--- src/rtl/redun_mont_pkg.sv ---
// Shared types for the redundant-form squaring core and its iteration loop.
// redun0_t holds a value as the unreduced sum a + b.
package redun_mont_pkg;

  typedef struct packed {
    logic [15:0] a;
    logic [15:0] b;
  } redun0_t;

  typedef enum logic [1:0] {
    IDLE,
    ISSUE,
    WAIT,
    DONE
  } sq_loop_state_t;

  function automatic logic is_ckpt(
    input logic [63:0] cnt,
    input int unsigned lg
  );
    logic [63:0] m;
    m = (64'd1 << lg) - 64'd1;
    return (lg != 0) && ((cnt & m) == 64'd0);
  endfunction

endpackage

--- src/rtl/redun_mont.sv ---
// Two-stage squaring core: squares (a + b) and folds the product into
// two 16-bit halves; carries lost beyond bit 31 raise o_overflow.
module redun_mont
  import redun_mont_pkg::*;
(
  input  logic    i_clk,
  input  logic    i_rst,
  input  redun0_t i_sq,
  input  logic    i_val,
  output redun0_t o_mul,
  output logic    o_val,
  output logic    o_overflow
);

  logic [33:0] w_x;
  logic [33:0] w_p;
  logic [33:0] r_p;
  logic        r_v1;
  redun0_t     r_mul;
  logic        r_val;
  logic        r_ovf;

  assign w_x = 34'(i_sq.a) + 34'(i_sq.b);
  assign w_p = w_x * w_x;

  always_ff @(posedge i_clk) begin
    if (i_rst) begin
      r_p   <= '0;
      r_v1  <= 1'b0;
      r_mul <= '0;
      r_val <= 1'b0;
      r_ovf <= 1'b0;
    end else begin
      r_p   <= w_p;
      r_v1  <= i_val;
      r_mul <= '{a: r_p[15:0], b: r_p[31:16]};
      r_val <= r_v1;
      r_ovf <= r_v1 && (r_p[33:32] != 2'd0);
    end
  end

  assign o_mul      = r_mul;
  assign o_val      = r_val;
  assign o_overflow = r_ovf;

endmodule

--- src/rtl/redun_sq_loop.sv ---
// Iterated squaring engine: feeds each core result back as the next input
// for i_iter rounds, with abort, checkpoint strobes and sticky overflow.
module redun_sq_loop
  import redun_mont_pkg::*;
#(
  parameter int ITER_W  = 64,
  parameter int IN_REG  = 1,
  parameter int OUT_REG = 1,
  parameter int CKPT_LG = 16
) (
  input  logic              i_clk,
  input  logic              i_rst,
  input  redun0_t           i_sq,
  input  logic [ITER_W-1:0] i_iter,
  input  logic              i_val,
  input  logic              i_abort,
  output logic              o_busy,
  output redun0_t           o_sq,
  output logic              o_val,
  output logic              o_ckpt,
  output logic [ITER_W-1:0] o_iter_cnt,
  output logic              o_overflow
);

  redun0_t           w_sq;
  logic [ITER_W-1:0] w_iter;
  logic              w_val;

  if (IN_REG != 0) begin : g_in
    redun0_t           r_in_sq;
    logic [ITER_W-1:0] r_in_iter;
    logic              r_in_val;
    always_ff @(posedge i_clk) begin
      if (i_rst) begin
        r_in_sq   <= '0;
        r_in_iter <= '0;
        r_in_val  <= 1'b0;
      end else begin
        r_in_sq   <= i_sq;
        r_in_iter <= i_iter;
        r_in_val  <= i_val;
      end
    end
    assign w_sq   = r_in_sq;
    assign w_iter = r_in_iter;
    assign w_val  = r_in_val;
  end else begin : g_in_direct
    assign w_sq   = i_sq;
    assign w_iter = i_iter;
    assign w_val  = i_val;
  end

  sq_loop_state_t    r_state;
  redun0_t           r_acc;
  logic [ITER_W-1:0] r_rem;
  logic [ITER_W-1:0] r_cnt;
  logic              r_ovf;
  logic              r_busy;
  logic              r_drop;
  logic [1:0]        r_rst_hold;
  logic              r_core_rst;
  redun0_t           r_res_sq;
  logic              r_res_val;
  logic              r_res_ckpt;

  redun0_t           w_core_mul;
  logic              w_core_raw;
  logic              w_core_ovf;
  logic              w_core_ival;
  logic              w_cres;
  logic              w_cval;
  logic [ITER_W-1:0] w_cnt_inc;
  logic              w_out_nxt;

  assign w_core_ival = (r_state == ISSUE);
  // results right after reset or from an aborted run are not ours
  assign w_cres    = w_core_raw && (r_rst_hold == 2'd0);
  assign w_cval    = w_cres && !r_drop;
  assign w_cnt_inc = (&r_cnt) ? r_cnt : r_cnt + ITER_W'(1);
  assign w_out_nxt = (OUT_REG != 0) ? r_res_val
                   : (r_state == DONE && !i_abort);

  always_ff @(posedge i_clk) begin
    r_core_rst <= i_rst;
  end

  redun_mont u_core (
    .i_clk      (i_clk),
    .i_rst      (r_core_rst),
    .i_sq       (r_acc),
    .i_val      (w_core_ival),
    .o_mul      (w_core_mul),
    .o_val      (w_core_raw),
    .o_overflow (w_core_ovf)
  );

  always_ff @(posedge i_clk) begin
    if (i_rst) begin
      r_state    <= IDLE;
      r_acc      <= '0;
      r_rem      <= '0;
      r_cnt      <= '0;
      r_ovf      <= 1'b0;
      r_busy     <= 1'b0;
      r_drop     <= 1'b0;
      r_rst_hold <= 2'd2;
      r_res_sq   <= '0;
      r_res_val  <= 1'b0;
      r_res_ckpt <= 1'b0;
    end else begin
      r_res_val  <= 1'b0;
      r_res_ckpt <= 1'b0;
      if (r_rst_hold != 2'd0) r_rst_hold <= r_rst_hold - 2'd1;
      if (w_cres) r_drop <= 1'b0;
      if (w_out_nxt) r_busy <= 1'b0;
      unique case (r_state)
        IDLE: begin
          if (w_val && !r_busy && !r_drop) begin
            r_acc  <= w_sq;
            r_rem  <= w_iter;
            r_cnt  <= '0;
            r_ovf  <= 1'b0;
            r_busy <= 1'b1;
            r_state <= (w_iter != '0) ? ISSUE : DONE;
          end
        end
        ISSUE: begin
          if (i_abort) begin
            r_state <= IDLE;
            r_busy  <= 1'b0;
            r_drop  <= 1'b1;
          end else begin
            r_state <= WAIT;
          end
        end
        WAIT: begin
          if (i_abort) begin
            r_state <= IDLE;
            r_busy  <= 1'b0;
            if (!w_cval) r_drop <= 1'b1;
          end else if (w_cval) begin
            r_acc <= w_core_mul;
            r_rem <= r_rem - ITER_W'(1);
            r_cnt <= w_cnt_inc;
            r_ovf <= r_ovf | w_core_ovf;
            if (r_rem == ITER_W'(1)) begin
              r_state <= DONE;
            end else begin
              r_state <= ISSUE;
              if (is_ckpt(64'(w_cnt_inc), CKPT_LG)) begin
                r_res_sq   <= w_core_mul;
                r_res_ckpt <= 1'b1;
              end
            end
          end
        end
        DONE: begin
          r_state <= IDLE;
          if (i_abort) begin
            r_busy <= 1'b0;
          end else begin
            r_res_sq  <= r_acc;
            r_res_val <= 1'b1;
          end
        end
      endcase
    end
  end

  assert property (@(posedge i_clk) disable iff (i_rst)
    w_cval |-> r_state == WAIT);

  if (OUT_REG != 0) begin : g_out
    redun0_t r_out_sq;
    logic    r_out_val;
    logic    r_out_ckpt;
    always_ff @(posedge i_clk) begin
      if (i_rst) begin
        r_out_sq   <= '0;
        r_out_val  <= 1'b0;
        r_out_ckpt <= 1'b0;
      end else begin
        if (r_res_val || r_res_ckpt) r_out_sq <= r_res_sq;
        r_out_val  <= r_res_val;
        r_out_ckpt <= r_res_ckpt;
      end
    end
    assign o_sq   = r_out_sq;
    assign o_val  = r_out_val;
    assign o_ckpt = r_out_ckpt;
  end else begin : g_out_direct
    assign o_sq   = r_res_sq;
    assign o_val  = r_res_val;
    assign o_ckpt = r_res_ckpt;
  end

  assign o_busy     = r_busy;
  assign o_iter_cnt = r_cnt;
  assign o_overflow = r_ovf;

endmodule

--- config.mk ---
export PLATFORM = sky130hd
export DESIGN_NAME = redun_sq_loop
export DESIGN_NICKNAME = d
export VERILOG_FILES = /design/src/rtl/redun_mont_pkg.sv /design/src/rtl/redun_mont.sv /design/src/rtl/redun_sq_loop.sv
export SDC_FILE = /design/constraint.sdc
export NUM_CORES = 1
export LEC_CHECK = 0
export CORE_ASPECT_RATIO = 1.4
export CORE_MARGIN = 1
export CORE_UTILIZATION = 25
export CTS_BUF_LIST = sky130_fd_sc_hd__clkbuf_2
export DETAILED_ROUTE_END_ITERATION = 7
export PLACE_DENSITY = 0.45
export SYNTH_ARGS = -nofsm -noshare
export SYNTH_HDL_FRONTEND = slang
export SYNTH_HIERARCHICAL = 1
export SYNTH_SLANG_ARGS = --single-unit
--- constraint.sdc ---
create_clock -name i_clk -period 8.6 [get_ports i_clk]
set_input_delay 1.72 -clock i_clk [delete_from_list [all_inputs] [get_ports i_clk]]
set_output_delay 1.72 -clock i_clk [all_outputs]
set_load 0.05 [all_outputs]
==> results_dict.tcl, run 1 <==
set metrics [dict create \
    status "finished, final reports clean" \
    clk_latency_ps 1260 \
    hp-class "register to register" \
    tightest_slew_ps 1080 \
    multi_input_area_um2 15400 \
    rsz0062_at_grt "false" \
    seq_area_um2 8010 \
    synth.most_common_cell "dfxtp_1" \
    synthArstFlopShare 0 \
    die_h_um 376 \
    fmaxAchievable_mhz 123 \
    grt_use_total 0.161 \
    first_pass_iters 5 \
    vias 20800 \
    drv_cap 0 \
    nets 3463 \
    finalWirelength_mm 82.3 \
    drtIter0Drc 1104 \
    synthesis.area_um2 25000 \
    power_density_nw_per_um2 247 \
    cts_tree "yes" \
    ctsHoldBuffers 0 \
    cts_buffers 106 \
    yosys_warnings 6 \
    routed_via_density 4.69 \
    hold_violations 0 \
    fin_setup_tns_ps 0 \
    fp.dieW_um 269 \
    grt.overflow.total 0 \
    io_buffers 199 \
    num_io_pins 200 \
    fp.dieArea_um2 101000 \
    start_util 0.253 \
    core_um2 98700 \
    synth_top_cell_area_share 0.320 \
    period_needed_ps 8160 \
    slowest_delay_ps 540 \
    syn_to_final_growth_pct 18.1 \
    final_core_util 0.299 \
    synthTopCellsByCount "400 x dfxtp_1, 299 x nand2_1, 283 x inv_1" \
    ys_top_cells_by_area "dfxtp_1 32%, fa_1 15%, ha_1 6.4%" \
    ir_drop_uv 151 \
    min_path_cells 1 \
    fin_skew_ps 112 \
    cp_common_cell "fa_1" \
    cts_buffer_depth 3 \
    fin_crit_sh 0.948 \
    syn-instance-count 2830 \
    yosysSeqAreaShare 0.320 \
    rr_worst_depth 29 \
    postRouteAntennaNets 0 \
    crit_path_end_kind "register" \
    antenna_found_initial 2 \
    synth_flop_cell "dfxtp_1" \
    cts_max_level 3 \
    slew_violations 0 \
    gp_congestion 0.833 \
    grt_pass1_vias 21363 \
    relSlewSlack 0.276 \
    dp_hpwl_mm 61.4 \
    setup_viol 0 \
    crit_arrival_ps 9220 \
    synth_edf_count 0 \
    crit_required_ps 9670 \
    drive_gt1_frac 0.0999 \
    synth_area_leader_cell "dfxtp_1" \
    hold_ws_ps 424 \
    path_clk_slew_ps 110 \
    synth_cell_types 90 \
    synth-seq-cells 400 \
    p_leak_uw 0.0123 \
    grt_max_degree 136 \
    wl_per_cell_um 18.5 \
    syn_area_per_cell_um2 8.84 \
    fillers 10712 \
    synth_nets 3250 \
    cts_root_buf "clkbuf_2" \
    path_class "register to register" \
    cts.sinks 400 \
    worstPathMaxFanout 11 \
    worstSetupStartpointType "register" \
    rows 136 \
    p_total_uw 7290 \
    slowest_stage "fa_1" \
    grt_pass1_wl_mm 126 \
    drc 0 \
]
where the power goes:
part / leakage (uW) / internal [uW] / switching, uW
combinational: 0.00828 / 1240 / 2340
clock: 0.000770 / 579 / 849
sequential: 0.00326 / 2080 / 203
through the flow:
step / worst slack [ps] / cells / instance area (um^2)
5_1_grt: 8.60 / 4437 / 29600
3_5_place_dp: 430 / 4246 / 28500
3_3_place_gp: 483 / 4246 / 28500
4_1_cts: 291 / 4434 / 29500
6_report: 443 / 4438 / 29600
2_1_floorplan: 1090 / 2830 / 25000
critical path, delay by kind of cell, from the launching register on:
| family | cells | cell delay [ps] |
|---|---|---|
| AOI/OAI and AO/OA | 10 | 2010 |
| xor gates and xnor gates | 1 | 330 |
| adders and majority gates | 9 | 4110 |
| buffers and inverters | 6 | 640 |
| DFF | 1 | 340 |
| muxes | 1 | 350 |
| and+or+nand+nor | 2 | 200 |
flip-flops by register name, indices dropped and copies added (netlist names), 2 cells and up:
name and count:
g_in.r_in_iter 64, g_in.r_in_sq 32, o_iter_cnt 64, o_sq 32, r_acc 32, r_rem 64, r_res_sq 32, r_rst_hold 2
r_state 2, u_core/o_mul 31, u_core/r_p 33
cells in the final DEF (no fill, tap or decap), types with 72 or more instances in the layout:
master | netlist | final
nand3_1 | 72 | 72
a21oi_1 | 144 | 144
fa_1 | 193 | 193
nand2_1 | 299 | 298
ha_1 | 127 | 125
nor2_1 | 233 | 230
nor2b_1 | 150 | 150
clkbuf_2 | 1 | 155
inv_1 | 283 | 283
clkdlybuf4s50_1 | 0 | 198
dfxtp_1 | 400 | 399
final timing paths:
kind	startpoint	to	slack [ps]
max	r_acc[0]$_SDFFE_PP0P_	u_core/r_p[32]$_SDFF_PP0_	440
max reg2reg	r_acc[0]$_SDFFE_PP0P_	u_core/r_p[32]$_SDFF_PP0_	440
min reg2reg	u_core/r_p[0]$_SDFF_PP0_	u_core/o_mul[16]$_SDFF_PP0_	420
min	u_core/r_p[0]$_SDFF_PP0_	u_core/o_mul[16]$_SDFF_PP0_	420
final cells by class:
type	instances	share of cell area
Multi-Input combinational cell	1990	0.520
Sequential cell	400	0.271
Timing Repair Buffer	253	0.0817
Tap cell	1311	0.0555
Inverter	292	0.0372
Clock buffer	155	0.0262
Clock inverter	33	0.00762
Antenna cell	4	0.000339
per-layer routing:
layer | global-route usage | vias to the layer above | routed length [um]
li1 | - | 10080 | -
met1 | 0.189 | 10124 | 34300
met2 | 0.294 | 482 | 42600
met3 | 0.0299 | 114 | 3510
met4 | 0.0481 | 0 | 1900
met5 | 0 | - | 0
kinds of logic after synthesis:
| group | count (synthesis) | share of synthesized area |
|---|---|---|
| xor gates and xnor gates | 104 | 0.0385 |
| and+or+nand+nor | 1036 | 0.204 |
| muxes | 40 | 0.0162 |
| adders and majority gates | 320 | 0.218 |
| other | 1 | 0.000150 |
| AOI/OAI and AO/OA | 489 | 0.135 |
| DFF | 400 | 0.320 |
| buffers and inverters | 440 | 0.0684 |
timing repair:
action                     CTS  global route
setup endpoints to repair    0             6
hold endpoints to repair     0             0
buffers inserted             0             0
resized for setup            0             1
Power figures use the tool's default switching activity.
==> inputs of run 2 (changes only) <==
--- a/config.mk
+++ b/config.mk
@@ -10,6 +10,7 @@
 export CORE_UTILIZATION = 25
 export CTS_BUF_LIST = sky130_fd_sc_hd__clkbuf_2
 export DETAILED_ROUTE_END_ITERATION = 7
+export MAX_ROUTING_LAYER = met4
 export PLACE_DENSITY = 0.45
 export SYNTH_ARGS = -nofsm -noshare
 export SYNTH_HDL_FRONTEND = slang
==> run 2 against run 1 <==
Effect of this change:
- via count fell by 0.37%
- first-iteration DRC count rose by 12%
- worst setup slack got worse by 9.6 ps
- count of clock-buffer cells in the layout did not move
- final area barely moved
- hold slack got worse by 6.2 ps
- critical endpoint unchanged
==> results_dict.tcl, run 2 (synthesis gave the netlist of run 1 again) <==
set metrics [dict create \
    drc 0 \
    worstSetupStartpointType "register" \
    cp_common_cell "fa_1" \
    grt_max_degree 136 \
    syn_to_final_growth_pct 18.1 \
    wl_per_cell_um 18.5 \
    dp_hpwl_mm 61.4 \
    p_int_uw 3900 \
    r2r_slack_ps 430 \
    final_core_util 0.299 \
    power_density_nw_per_um2 247 \
    cts_root_buf "clkbuf_2" \
    grt.overflow.total 0 \
    path_clk_slew_ps 130 \
    relSlewSlack 0.276 \
    seq_area_um2 8010 \
    rr_endpoint "u_core/r_p[32]$_SDFF_PP0_" \
    nets 3463 \
    status "finished, final reports clean" \
    tightest_slew_ps 1080 \
    layout_setup_ws_ps 434 \
    drive_gt1_frac 0.0999 \
    slowest_delay_ps 540 \
    mostFrequentLayoutCell "dfxtp_1" \
    num_io_pins 200 \
    p_leak_uw 0.0123 \
    cts.sinks 400 \
    cts_buffer_depth 3 \
    finalWirelength_mm 82.2 \
    fin_skew_ps 111 \
    start_util 0.253 \
    first_pass_iters 7 \
    fp.dieArea_um2 101000 \
    mostFrequentLayoutCells "399 x dfxtp_1, 298 x nand2_1, 283 x inv_1, 230 x nor2_1, 198 x clkdlybuf4s50_1" \
    fin_crit_sh 0.950 \
    switching_share 0.465 \
    rr_worst_depth 29 \
    postRouteAntennaNets 0 \
    hp-class "register to register" \
    rsz0062_at_grt "false" \
    p_sw_uw 3390 \
    die_h_um 376 \
    fin_setup_tns_ps 0 \
    cts_max_level 3 \
    power_frac_comb 0.491 \
    grt_use_total 0.166 \
    core_um2 98700 \
    path_class "register to register" \
    crit_arrival_ps 9230 \
    drtIter0Drc 1232 \
    min_path_cells 1 \
    p_total_uw 7290 \
    slowest_stage "fa_1" \
    seqPwrFrac 0.313 \
    min_from "u_core/r_p[27]$_SDFF_PP0_" \
    period_needed_ps 8170 \
    cts_tree "yes" \
    cp_num_buf_inv 6 \
    setup_viol 0 \
    fillers 10712 \
    hold_ws_ps 418 \
    clk_latency_ps 1260 \
    routed_via_density 4.67 \
    clkPwrFrac 0.196 \
    grt_pass1_wl_mm 126 \
    hold_violations 0 \
    antenna_found_initial 2 \
    slew_violations 0 \
    cts_buffers 106 \
    ir_drop_uv 151 \
    drv_cap 0 \
    multi_input_area_um2 15400 \
    gp_congestion 0.845 \
    place_ws_ps 430 \
    worstPathMaxFanout 11 \
    crit_required_ps 9670 \
    ctsHoldBuffers 0 \
    cp_top_family "adder cells" \
    fmaxAchievable_mhz 122 \
    grt_pass1_vias 21316 \
    crit_path_end_kind "register" \
    rows 136 \
    rr_startpoint "r_acc[0]$_SDFFE_PP0P_" \
    vias 20724 \
    io_buffers 199 \
    cp.depth 29 \
    hold_end "u_core/o_mul[11]$_SDFF_PP0_" \
    fp.dieW_um 269 \
]
-- run 2: power by group through the flow --
stage	Sequential [uW]	Combinational [uW]	Clock [uW]
floorplan	2260	2520	0
global placement	2330	3610	0
detailed placement	2330	3610	0
CTS	2290	3630	1510
global route	2320	4020	1610
finish	2290	3580	1430
-- run 2: layout make-up --
type | instances | share of cell area
diodes | 3 | 0.000254
multi-input cells | 1990 | 0.520
flip-flops and latches | 400 | 0.271
well taps | 1311 | 0.0555
clock inverters | 33 | 0.00762
repair buffers | 253 | 0.0817
clock buffers | 155 | 0.0263
inverters | 292 | 0.0372
-- run 2: worst max path at each step --
stage                                from                   endpoint  slack [ps]
finish              r_acc[0]$_SDFFE_PP0P_  u_core/r_p[32]$_SDFF_PP0_         430
global placement    r_acc[0]$_SDFFE_PP0P_  u_core/r_p[23]$_SDFF_PP0_         480
global route        r_acc[0]$_SDFFE_PP0P_  u_core/r_p[32]$_SDFF_PP0_          20
detailed placement  r_acc[0]$_SDFFE_PP0P_  u_core/r_p[32]$_SDFF_PP0_         430
floorplan           r_acc[0]$_SDFFE_PP0P_  u_core/r_p[32]$_SDFF_PP0_        1090
CTS                 r_acc[0]$_SDFFE_PP0P_  u_core/r_p[32]$_SDFF_PP0_         290
-- run 2: stage by stage --
step	cell area, um^2	cells
6_report	29600	4437
5_1_grt	29600	4437
4_1_cts	29500	4434
3_5_place_dp	28500	4246
3_3_place_gp	28500	4246
2_1_floorplan	25000	2830
-- run 2: timing repair --
| action | in CTS | in global routing |
|---|---|---|
| endpoints found under the setup margin | 0 | 6 |
| setup buffers | 0 | 0 |
| resized for setup | 0 | 1 |
| endpoints found under the hold margin | 0 | 0 |
-- run 2: metal layers --
metal / vias to the layer above / track usage / part of all wire
li1: 10066 / - / -
met1: 10118 / 0.189 / 0.42
met2: 433 / 0.294 / 0.52
met3: 107 / 0.0296 / 0.041
met4: 0 / 0.0480 / 0.022
met5: - / - / 0
